`src/rtl/cache_refill_ctrl_if.sv`:
```
// rtl/cache_refill_ctrl_if.sv - main-memory req/ack port of the cache refill controller
interface cache_refill_ctrl_if;
  logic        mem_req;
  logic        mem_we;
  logic [31:0] mem_addr;
  logic [31:0] mem_wdata;
  logic [31:0] mem_rdata;
  logic        mem_ack;

  modport master (
    output mem_req, mem_we, mem_addr, mem_wdata,
    input  mem_rdata, mem_ack
  );

  modport slave (
    input  mem_req, mem_we, mem_addr, mem_wdata,
    output mem_rdata, mem_ack
  );
endinterface

```
`src/rtl/cache_refill_ctrl.sv`:
```
// rtl/cache_refill_ctrl.sv - cache miss handler sequencing write-back and refill; optional CACHE_WB_BUFFER_EN
module cache_refill_ctrl #(
  parameter int unsigned TIMEOUT = 255
) (
  input  logic        clk,
  input  logic        reset,
  input  logic        miss,
  input  logic [31:0] miss_addr,
  input  logic        memwr,
  input  logic [31:0] wb_addr,
  input  logic [31:0] wb_data,
  output logic [31:0] refill_data,
  output logic        refill_valid,
  output logic        stall,
  output logic        err,
  cache_refill_ctrl_if.master mem
);

  localparam logic [2:0] ST_IDLE  = 3'd0;
  localparam logic [2:0] ST_WRITE = 3'd1;
  localparam logic [2:0] ST_READ  = 3'd2;
  localparam logic [2:0] ST_FILL  = 3'd3;
`ifdef CACHE_WB_BUFFER_EN
  localparam logic [2:0] ST_DRAIN = 3'd4;
`endif

  // Counter value at which an unacknowledged request is abandoned.
  localparam logic [7:0] TMO_LAST = 8'(TIMEOUT - 1);

  logic [2:0]  state_q, state_d;
  logic        req_q, req_d;
  logic        we_q, we_d;
  logic [31:0] addr_q, addr_d;
  logic [31:0] wdata_q, wdata_d;
  logic [29:0] miss_addr_q, miss_addr_d;
  logic [29:0] wb_addr_q, wb_addr_d;
  logic [31:0] wb_data_q, wb_data_d;
  logic        pend_miss_q, pend_miss_d;
  logic [7:0]  tmo_q, tmo_d;
  logic [31:0] refill_data_q, refill_data_d;
  logic        refill_valid_q, refill_valid_d;
  logic        err_q, err_d;
`ifdef CACHE_WB_BUFFER_EN
  logic        wb_pend_q, wb_pend_d;
  logic        drain_latch;
`endif

  logic ack;
  logic timed_out;
  logic done;

  // Memory addresses are word aligned, so the byte-offset bits are never stored.
  logic unused_addr_bits;
  assign unused_addr_bits = ^{miss_addr[1:0], wb_addr[1:0]};

  // An ack only counts while a request is actually outstanding.
  assign ack       = req_q & mem.mem_ack;
  assign timed_out = req_q & ~mem.mem_ack & (tmo_q == TMO_LAST);
  assign done      = ack | timed_out;

  // Next-state logic: request issue/complete, timeout and stray-input errors.
  always_comb begin
    state_d        = state_q;
    req_d          = req_q;
    we_d           = we_q;
    addr_d         = addr_q;
    wdata_d        = wdata_q;
    miss_addr_d    = miss_addr_q;
    wb_addr_d      = wb_addr_q;
    wb_data_d      = wb_data_q;
    pend_miss_d    = pend_miss_q;
    tmo_d          = tmo_q;
    refill_data_d  = refill_data_q;
    refill_valid_d = 1'b0;
    err_d          = err_q;
`ifdef CACHE_WB_BUFFER_EN
    wb_pend_d      = wb_pend_q;
    drain_latch    = 1'b0;
`endif

    if (req_q) begin
      if (done) req_d = 1'b0;
      else      tmo_d = tmo_q + 8'd1;
    end
    if (timed_out) err_d = 1'b1;

    case (state_q)
      ST_IDLE: begin
        if (memwr) begin
          wb_addr_d = wb_addr[31:2];
          wb_data_d = wb_data;
        end
        if (miss) miss_addr_d = miss_addr[31:2];
`ifdef CACHE_WB_BUFFER_EN
        // Read first; a coinciding victim waits in the buffer until after the fill.
        if (miss) begin
          state_d   = ST_READ;
          wb_pend_d = memwr;
        end else if (memwr) begin
          state_d     = ST_WRITE;
          pend_miss_d = 1'b0;
        end
`else
        if (memwr) begin
          state_d     = ST_WRITE;
          pend_miss_d = miss;
        end else if (miss) begin
          state_d = ST_READ;
        end
`endif
      end

      ST_WRITE: begin
        if (miss | memwr) err_d = 1'b1;
        if (!req_q) begin
          req_d   = 1'b1;
          we_d    = 1'b1;
          addr_d  = {wb_addr_q, 2'b00};
          wdata_d = wb_data_q;
          tmo_d   = 8'd0;
        end else if (done) begin
          state_d     = pend_miss_q ? ST_READ : ST_IDLE;
          pend_miss_d = 1'b0;
        end
      end

      ST_READ: begin
        if (miss | memwr) err_d = 1'b1;
        if (!req_q) begin
          req_d  = 1'b1;
          we_d   = 1'b0;
          addr_d = {miss_addr_q, 2'b00};
          tmo_d  = 8'd0;
        end else if (done) begin
          refill_data_d = ack ? mem.mem_rdata : 32'h0;
          state_d       = ST_FILL;
        end
      end

      ST_FILL: begin
        if (miss | memwr) err_d = 1'b1;
        if (!refill_valid_q) begin
          refill_valid_d = 1'b1;
        end else begin
`ifdef CACHE_WB_BUFFER_EN
          state_d = wb_pend_q ? ST_DRAIN : ST_IDLE;
`else
          state_d = ST_IDLE;
`endif
        end
      end

`ifdef CACHE_WB_BUFFER_EN
      ST_DRAIN: begin
        if (memwr) err_d = 1'b1;
        if (miss) begin
          if (pend_miss_q) begin
            err_d = 1'b1;
          end else if (miss_addr[31:2] == wb_addr_q) begin
            // Hit on the buffered victim: serve it without a memory read.
            refill_data_d  = wb_data_q;
            refill_valid_d = 1'b1;
          end else begin
            miss_addr_d = miss_addr[31:2];
            pend_miss_d = 1'b1;
            drain_latch = 1'b1;
          end
        end
        if (!req_q) begin
          req_d   = 1'b1;
          we_d    = 1'b1;
          addr_d  = {wb_addr_q, 2'b00};
          wdata_d = wb_data_q;
          tmo_d   = 8'd0;
        end else if (done) begin
          wb_pend_d   = 1'b0;
          state_d     = (pend_miss_q | drain_latch) ? ST_READ : ST_IDLE;
          pend_miss_d = 1'b0;
        end
      end
`endif

      default: state_d = ST_IDLE;
    endcase
  end

  // State registers; reset aborts any transaction immediately.
  always_ff @(posedge clk or negedge reset) begin
    if (!reset) begin
      state_q        <= ST_IDLE;
      req_q          <= 1'b0;
      we_q           <= 1'b0;
      addr_q         <= 32'h0;
      wdata_q        <= 32'h0;
      miss_addr_q    <= 30'h0;
      wb_addr_q      <= 30'h0;
      wb_data_q      <= 32'h0;
      pend_miss_q    <= 1'b0;
      tmo_q          <= 8'h0;
      refill_data_q  <= 32'h0;
      refill_valid_q <= 1'b0;
      err_q          <= 1'b0;
`ifdef CACHE_WB_BUFFER_EN
      wb_pend_q      <= 1'b0;
`endif
    end else begin
      state_q        <= state_d;
      req_q          <= req_d;
      we_q           <= we_d;
      addr_q         <= addr_d;
      wdata_q        <= wdata_d;
      miss_addr_q    <= miss_addr_d;
      wb_addr_q      <= wb_addr_d;
      wb_data_q      <= wb_data_d;
      pend_miss_q    <= pend_miss_d;
      tmo_q          <= tmo_d;
      refill_data_q  <= refill_data_d;
      refill_valid_q <= refill_valid_d;
      err_q          <= err_d;
`ifdef CACHE_WB_BUFFER_EN
      wb_pend_q      <= wb_pend_d;
`endif
    end
  end

  assign mem.mem_req   = req_q;
  assign mem.mem_we    = we_q;
  assign mem.mem_addr  = addr_q;
  assign mem.mem_wdata = wdata_q;
  assign refill_data   = refill_data_q;
  assign refill_valid  = refill_valid_q;
  assign err           = err_q;
`ifdef CACHE_WB_BUFFER_EN
  // While draining the buffered write the pipeline runs unless a miss is waiting.
  assign stall = (state_q != ST_IDLE) && !((state_q == ST_DRAIN) && !pend_miss_q);
`else
  assign stall = (state_q != ST_IDLE);
`endif

endmodule

```
`src/flat_wrapper.sv`:
```
// flat-port wrapper written by rule: the top's interface ports become plain ports
module cache_refill_ctrl_flat 
#(
  parameter int unsigned TIMEOUT = 255
)
  (clk, reset, miss, miss_addr, memwr, wb_addr, wb_data, refill_data, refill_valid, stall, err, mem_mem_req, mem_mem_we, mem_mem_addr, mem_mem_wdata, mem_mem_rdata, mem_mem_ack);
  cache_refill_ctrl_if mem_i ();
  input  logic clk;
  input  logic reset;
  input  logic miss;
  input  logic [31:0] miss_addr;
  input  logic memwr;
  input  logic [31:0] wb_addr;
  input  logic [31:0] wb_data;
  output logic [31:0] refill_data;
  output logic refill_valid;
  output logic stall;
  output logic err;
  output wire logic [$bits(mem_i.mem_req)-1:0] mem_mem_req;
  output wire logic [$bits(mem_i.mem_we)-1:0] mem_mem_we;
  output wire logic [$bits(mem_i.mem_addr)-1:0] mem_mem_addr;
  output wire logic [$bits(mem_i.mem_wdata)-1:0] mem_mem_wdata;
  input wire logic [$bits(mem_i.mem_rdata)-1:0] mem_mem_rdata;
  input wire logic [$bits(mem_i.mem_ack)-1:0] mem_mem_ack;
  assign mem_mem_req = mem_i.mem_req;
  assign mem_mem_we = mem_i.mem_we;
  assign mem_mem_addr = mem_i.mem_addr;
  assign mem_mem_wdata = mem_i.mem_wdata;
  assign mem_i.mem_rdata = mem_mem_rdata;
  assign mem_i.mem_ack = mem_mem_ack;
  cache_refill_ctrl #(.TIMEOUT(TIMEOUT)) u_core (.clk(clk), .reset(reset), .miss(miss), .miss_addr(miss_addr), .memwr(memwr), .wb_addr(wb_addr), .wb_data(wb_data), .refill_data(refill_data), .refill_valid(refill_valid), .stall(stall), .err(err), .mem(mem_i));
endmodule
```
`config.mk`:
```
export PLATFORM = sky130hd
export DESIGN_NAME = cache_refill_ctrl_flat
export DESIGN_NICKNAME = d
export VERILOG_FILES = /design/src/rtl/cache_refill_ctrl_if.sv /design/src/rtl/cache_refill_ctrl.sv /design/src/flat_wrapper.sv
export SDC_FILE = /design/constraint.sdc
export NUM_CORES = 1
export LEC_CHECK = 0
export CAP_MARGIN = 20
export CELL_PAD_IN_SITES_DETAIL_PLACEMENT = 0
export CELL_PAD_IN_SITES_GLOBAL_PLACEMENT = 1
export CORE_MARGIN = 1.5
export CORE_UTILIZATION = 35
export CTS_CLUSTER_SIZE = 25
export DETAILED_ROUTE_END_ITERATION = 10
export MAX_ROUTING_LAYER = met4
export PLACE_DENSITY_LB_ADDON = 0.12
export SYNTH_ARGS = -nofsm -noshare
export SYNTH_HDL_FRONTEND = slang
export SYNTH_SLANG_ARGS = --single-unit
```
`constraint.sdc`:
```
create_clock -name clk -period 2.2 [get_ports clk]
set_clock_uncertainty 0.05 [all_clocks]
set_input_delay 0.44 -clock clk [delete_from_list [all_inputs] [get_ports clk]]
set_output_delay 0.44 -clock clk [all_outputs]
set_load 0.01 [all_outputs]
```
=== After elaboration in Yosys (flattened, before gate mapping) ===
Cells that the tools add are included.
W data, S select, Z words.

* Add/subtract/negate cells: 1
* Equality and inequality tests: 13
* Multiplexer cells: 33
* Reduce and logical (&&, ||, !) cells: 13
* Bitwise gates (word level): 7

{| class="wikitable"
|+ Operators with widths
! kind !! number
|-
| $mux W32 || 3
|-
| $pmux W32 S2 || 1
|-
| $mux W8 || 4
|-
| $mux W3 || 7
|-
| $mux W1 || 14
|-
| $pmux W3 S4 || 1
|-
| $ne A2 B1 Y1 const B || 5
|-
| $add A8 B1 Y8 const B || 1
|-
| $eq A8 B8 Y1 const B || 1
|-
| $eq A3 B2 Y1 const B || 2
|-
| $ne A2 B2 Y1 const B || 3
|-
| $reduce_and A2 Y1 || 3
|-
| $reduce_and A3 Y1 || 2
|-
| $reduce_and A6 Y1 || 1
|-
| $pmux W1 S2 || 2
|-
| $reduce_and A4 Y1 || 1
|-
| $reduce_bool A2 Y1 || 2
|-
| $and A1 B1 Y1 || 3
|-
| $eq A3 B1 Y1 const B || 1
|-
| $logic_not A3 Y1 || 1
|-
| $ne A3 B3 Y1 const B || 1
|-
| $reduce_bool A3 Y1 || 1
|-
| $reduce_or A3 Y1 || 1
|-
| $mux W2 || 1
|-
| 3 further kinds || 5
|}

* Output and inout port bits: 101
* Word-level logic and storage cells: 80
* Register bits: 204

=== Depth between registers and ports, before layout ===
Gate-level depths: netlist of run 1.

* Word-level depth: 8
* Depth in mapped cells: 8

=== Worst setup path after synthesis of run 1 ===
Ideal clock, no wire load.

* Path kind: flip-flop to flip-flop
* From: register u_core.state_q[0]
* To: register u_core.state_q[0]
* Required time: 2.062 ns
* Stages on the path, launching flop included: 8
* Clock period less this slack: 1.781 ns
* Setup time: 0.088 ns
* Arrival time: 1.643 ns
* Slack: 0.419 ns
* Path through: dfrtp_1 -> inv_1 -> ha_1 -> buf_2 -> a2bb2oi_1 -> o31a_1 -> or4_1 -> o211ai_1

* Word-level cells in the longest chain between the ends: 3
* Elaborated cells between the ends (all ways): 12
* Classes of those cells: eq/ne: 9; mux: 1; reduce/logical: 2

{| class="wikitable"
|+ Ends and longest elaborated chain
! what !! RTL line !! source
|-
| start: declaration || cache_refill_ctrl.sv:30 || <nowiki>logic [2:0] state_q, state_d;</nowiki>
|-
| start signal: assignment || cache_refill_ctrl.sv:207 || <nowiki>state_q <= state_d;</nowiki>
|-
| $eq A3 B2 Y1, or another cell as far along || cache_refill_ctrl.sv:87 || <nowiki>case (state_q)</nowiki>
|-
| $ne A2 B1 Y1 (no source line) or $ne A3 B3 Y1 (tied branches) || - ||
|-
| $reduce_and A6 Y1 (no source line) || - ||
|}

Several ways; a longest one is shown, not always the timed one.
A chain may end at the register's enable or synchronous reset.

=== Worst setup path in the final report of run 1 ===
* From: register u_core.state_q[1]
* To: output stall

* Word-level cells in the longest chain between the ends: 1

{| class="wikitable"
|+ Ends and longest elaborated chain
! what !! RTL line !! source
|-
| $reduce_bool A3 Y1 || cache_refill_ctrl.sv:237 || <nowiki>assign stall = (state_q != ST_IDLE);</nowiki>
|-
| end: declaration || flat_wrapper.sv:17 || <nowiki>output logic stall;</nowiki>
|}

No other way between the ends.

==> results of run 1 <==
## logic make-up (layout without fill, tap and decap cells)
group | count (synthesis) | after routing | share of synthesized area
multiplexers | 157 | 157 | 0.217
flip-flops | 201 | 201 | 0.632
XOR/XNOR | 3 | 3 | 0.00330
other | 1 | 3 | 0.000471
buffers and inverters | 39 | 294 | 0.0209
AO/OA/AOI/OAI | 89 | 89 | 0.0765
adder cells (fa/ha/maj) | 6 | 6 | 0.00943
AND/OR/NAND/NOR | 66 | 66 | 0.0406
## how the worst max path moves through the flow
stage / start / to / cells past startpoint / slack [ns]
after global routing: u_core.state_q[1] / stall / 4 / 0.004
after detailed placement: mem_mem_ack / u_core.tmo_q[7] / 5 / 0.13
after global placement: mem_mem_ack / u_core.tmo_q[7] / 5 / 0.14
final: u_core.state_q[1] / stall / 4 / 0.08
after CTS: u_core.state_q[0] / stall / 4 / 0.0008
after floorplan: u_core.state_q[0] / u_core.state_q[0] / 7 / 0.42
## report_power, final
group | total (mW) | internal (mW) | switching [mW]
clock network | 3.62 | 2.16 | 1.46
registers | 6.49 | 5.53 | 0.953
logic | 6.85 | 3.94 | 2.90
## worst register-to-register path, delay by kind of cell (launching register included)
| family | cells | cell delay, ns |
|---|---|---|
| AOI/OAI and AO/OA | 2 | 0.49 |
| adders and majority gates | 1 | 0.14 |
| buffers and inverters | 1 | 0.08 |
| DFF | 1 | 0.44 |
| and+or+nand+nor | 2 | 0.70 |
## what timing repair did
item,CTS,global route
hold buffers,1,0
gates cloned,0,0
gates resized for setup,5,3
setup endpoints to repair,2,23
setup buffers,0,1
endpoints found under the hold margin,50,0
## per-stage QoR
stage	util	cell area (sq um)
after global routing	0.520	11500
after detailed placement	0.485	10700
after global placement	0.485	10700
after floorplan	-	7960
final	0.520	11500
after CTS	0.519	11500
## sequential cells by signal, indices dropped and copies added, names as in the netlist, 2 cells and up
register / cells
u_core.tmo_q: 8
u_core.wb_addr_q: 30
u_core.miss_addr_q: 30
u_core.wb_data_q: 32
u_core.mem.mem_wdata: 32
u_core.refill_data: 32
u_core.state_q: 2
u_core.mem.mem_addr: 30
## cell type report
cell class / instances / area, sq um
sequential: 201 / 5030
tap: 280 / 350
clock buffer: 35 / 691
multi-input combinational: 323 / 2800
inverter: 5 / 18.8
clock inverter: 5 / 35.0
fill: 1879 / 10600
timing repair buffer: 249 / 2550
antenna: 1 / 2.50
## Yosys cell counts, types with 2 or more instances
| library cell | number |
|---|---|
| nand2_1 | 38 |
| o21a_1 | 3 |
| and3_1 | 2 |
| o21ai_0 | 36 |
| nand3_1 | 3 |
| o31ai_1 | 2 |
| xor2_1 | 2 |
| mux2_2 | 122 |
| buf_2 | 10 |
| a21oi_1 | 5 |
| a22o_1 | 32 |
| ha_1 | 6 |
| clkbuf_1 | 22 |
| or4_1 | 2 |
| and3_2 | 2 |
| nor2_1 | 6 |
| inv_1 | 4 |
| or2_2 | 2 |
| mux2_1 | 2 |
| mux2i_1 | 33 |
| o211ai_1 | 3 |
| dfrtp_1 | 201 |
| buf_4 | 2 |
| nor2b_1 | 4 |
## routing by layer
| metal | global-route usage | wire length [microns] | vias to the layer above |
|---|---|---|---|
| li1 | - | - | 2483 |
| met1 | 0.202 | 8140 | 2660 |
| met2 | 0.289 | 9640 | 140 |
| met3 | 0.0474 | 1280 | 28 |
| met4 | 0.0453 | 407 | 0 |
| met5 | - | 0 | - |
==> impl_metrics.toml, run 1 <==
[status]
outcome = "finished, final reports clean"

[cts]
clk_latency_ns = 0.50
cts_tree = "done"
cts_buffer_depth = 3
ctsHtreeMaxLevel = 1
clock_sinks = 201
root_buffer = "clkbuf_16"
clk_pin_slew_worst_paths_ns = 0.06
cts_buffers = 23

[routing]
first_pass_iters = 4
drt_iter0_drc = 184
drt-total-wl_microns = 19500
vias = 5311
ant_nets = 0
wl_per_cell_microns = 17.7
viasPerCell = 4.83
post-route-drc-count = 0

[sta]
worst_slack_ns = 0.0824
whs_ns = 0.427
rsz0062_at_grt = "false"
hold_violations = 0
min_period_ns = 2.12
setup_viol = 0
slew_headroom = 0.620
period_share = 0.963
worst_slew_pin_slew_ns = 0.570
drv_slew = 0
setup_tns_ns = 0
max_freq_ghz = 0.472

[setup_path]
cp_cell_sequence = "inv_2, ha_4, clkinv_1, dlygate4sd2_1"
endpoint_kind = "primary output"
cp-start-kind = "register"
crit_path_top_delay_cell = "dfrtp_1"
crit_fanout = 5
cp_data_arrival_time_ns = 1.63
cp_num_buf_inv = 3
rrSetupSlack_ns = 0.20
regToRegEndpoint = "u_core.state_q[0]"
rr_startpoint = "u_core.tmo_q[0]"
path_class = "reg -> out"
rr_worst_depth = 6
cpPeakStageDelay_ns = 0.44
crit_family = "buffers and inverters"
cp.required_ns = 1.71

[power]
ir_worst_vdd_uv = 717
p_total_mw = 16.9
p_leak_nw = 4.87
cellPowerDensity_nw_per_um2 = 1480

[logic_synthesis]
synth_area_leaders = "dfrtp_1 (63%), mux2_2 (17%), mux2i_1 (4.1%), a22o_1 (3.5%), o21ai_0 (2.3%)"
yosysWarnings = 0
synth_area_sq_um = 7960
synth.largest_area_cell = "dfrtp_1"
ys_seq_area_frac = 0.632
yosys.area.top_type_share = 0.632
synthCells = 562
synth_edf_count = 0
synth_cell_types = 42
ys_ff_latch = 201
ys.flop_type = "dfrtp_1"
synth_area_per_cell_sq_um = 14.2
async_flop_share = 1.00

[cells_and_area]
layout-drive-gt1-share = 0.238
nNetsFinal = 942
layout_common_cells = "clkdlybuf4s50_1 (225), dfrtp_1 (199), mux2_2 (122)"
final_common_cell = "clkdlybuf4s50_1"
instances_no_fill = 1099
area_growth_pct = 44.2

[global_routing]
grt_usage = 0.172
grt_pass1_wl_microns = 31300
grt_max_degree = 61
grt_pass1_vias = 5795
globalRoute.totalOverflow = 0
antenna_found_initial = 1

[floorplan]
die_area_sq_um = 23700
initial_core_util = 0.360
boundaryPins = 234
core-area_sq_um = 22100
die_height_microns = 154
die_w_microns = 154
rows = 54

[placed_design]
place_inst = 1056
place_ws_ns = 0.126
gp_congestion = 0.736
dpl.hpwl_microns = 13400
io_buffers = 227

[job]
maxCapViolations = 0

[min_path]
hold_class = "in -> async"
Note: power is estimated with default switching activity, not from simulation.
==> run 2: changes to the inputs <==
Settings changed: CORE_ASPECT_RATIO from default to 1.2, DONT_BUFFER_PORTS from default to 1.
==> run 2 against run 1 <==
The run now ends with negative hold slack left. Clock power rose by 6.4%. Sequential cell count unchanged. Non-clock buffer count is 235 lower. Combinational power fell by 38%. Global-route usage fell by 2.5 points. Worst hold slack worse by 0.84 ns. Critical endpoint unchanged. Largest power group is now sequential cells.
==> impl_metrics.toml, run 2 (synthesis gave the netlist of run 1 again) <==
[placed_design]
io_buffers = 0
gp_congestion = 0.773
place_ws_ns = 0.227
dpl.hpwl_microns = 11200

[routing]
viasPerCell = 5.18
wl_per_cell_microns = 19.7
post-route-drc-count = 0
vias = 4494
drt-total-wl_microns = 17100
drt_iter0_drc = 235
first_pass_iters = 4
ant_nets = 0

[cells_and_area]
register_area_sq_um = 5030
final_common_cell = "dfrtp_1"
nNetsFinal = 707
multi_input_area_sq_um = 2790
area_growth_pct = 14.9
fill_cells = 2142
layout-drive-gt1-share = 0.314
layout_common_cells = "dfrtp_1 (201), mux2_2 (122), o21ai_0 (36)"

[job]
maxCapViolations = 0

[floorplan]
core-area_sq_um = 22400
die_w_microns = 141
boundaryPins = 234
rows = 60
die_area_sq_um = 23700
die_height_microns = 168
initial_core_util = 0.356

[status]
violations = "negative hold slack"
outcome = "finished, violations left"

[sta]
setup_viol = 0
worst_slack_ns = 0.166
max_freq_ghz = 0.492
rsz0062_at_grt = "false"
min_period_ns = 2.03
period_share = 0.925
whs_ns = -0.411
setup_tns_ns = 0
hold_violations = 201
drv_slew = 0

[cts]
clk_pin_slew_worst_paths_ns = 0.06
ctsHtreeMaxLevel = 1
root_buffer = "clkbuf_16"
cts_buffers = 23
postCtsSetupBuffers = 0
clk_latency_ns = 0.51
cts_buffer_depth = 3
holdBufCountCts = 1
clock_sinks = 201
cts_tree = "done"

[setup_path]
rr_worst_depth = 6
cp_data_arrival_time_ns = 1.54
rrSetupSlack_ns = 0.26
crit_fanout = 8
cp-start-kind = "register"
endpoint_kind = "primary output"
cp.required_ns = 1.71
regToRegEndpoint = "u_core.tmo_q[7]"
path_class = "reg -> out"
rr_startpoint = "u_core.tmo_q[0]"

[global_routing]
grt_max_degree = 202
globalRoute.totalOverflow = 0
grt_pass1_wl_microns = 26700
antenna_found_initial = 5
grt_pass1_vias = 4811
grt_usage = 0.147

[power]
cellPowerDensity_nw_per_um2 = 1660
p_leak_nw = 3.95
ir_worst_vdd_uv = 786

[min_path]
hold_class = "in -> async"
==> run 2: worst max path at each step <==
stage / from / to / slack [ns] / cells past startpoint
floorplan: u_core.state_q[0] / u_core.state_q[0] / 0.42 / 7
global placement: u_core.tmo_q[0] / u_core.tmo_q[7] / 0.28 / 6
detailed placement: u_core.tmo_q[0] / u_core.tmo_q[7] / 0.23 / 6
CTS: u_core.state_q[0] / stall / 0.07 / 3
global route: u_core.state_q[0] / stall / 0.06 / 3
finish: u_core.state_q[0] / stall / 0.17 / 3
==> run 2: metrics by stage <==
stage          hold slack [ns]  total power, mW  area [sq um]  instances  utilization
2_1_floorplan           0.0944             10.1          7960        563            -
3_3_place_gp            0.0987             11.3          8340        821        0.373
3_5_place_dp            0.0983             11.5          8340        821        0.373
4_1_cts                 -0.442             15.5          9120        862        0.408
5_1_grt                 -0.446             16.2          9140        867        0.409
6_report                -0.411             15.2          9150        868        0.409
==> run 2: layout make-up <==
class / count / area share
Antenna cell: 6 / 0.00164
Clock buffer: 32 / 0.0710
Clock inverter: 8 / 0.0133
Inverter: 5 / 0.00246
Multi-Input combinational cell: 323 / 0.305
Sequential cell: 201 / 0.550
Tap cell: 279 / 0.0382
Timing Repair Buffer: 14 / 0.0186
==> run 2: what timing repair did <==
item                       in CTS  in global routing
setup endpoints to repair       0                  1
hold endpoints to repair      202                201
resized for setup               0                  2
==> run 2: worst max-delay path: stages (launching register included) <==
cell and delay, ns:
dfrtp_1 0.44, inv_1 0.14, ha_2 0.25, clkinvlp_4 0.21
==> run 2: where the power goes <==
part	total, mW	internal, mW	switching [mW]
clock network	3.85	2.40	1.45
logic	4.27	2.34	1.93
registers	7.05	5.53	1.51
total	15.2	10.3	4.89
==> run 2: routing by layer <==
layer,GRT usage,share of wire,wire (microns),up-vias
li1,-,-,-,2031
met1,0.161,0.39,6650,2266
met2,0.237,0.48,8140,172
met3,0.0703,0.12,1970,25
met4,0.0430,0.019,318,0
met5,-,0,0,-
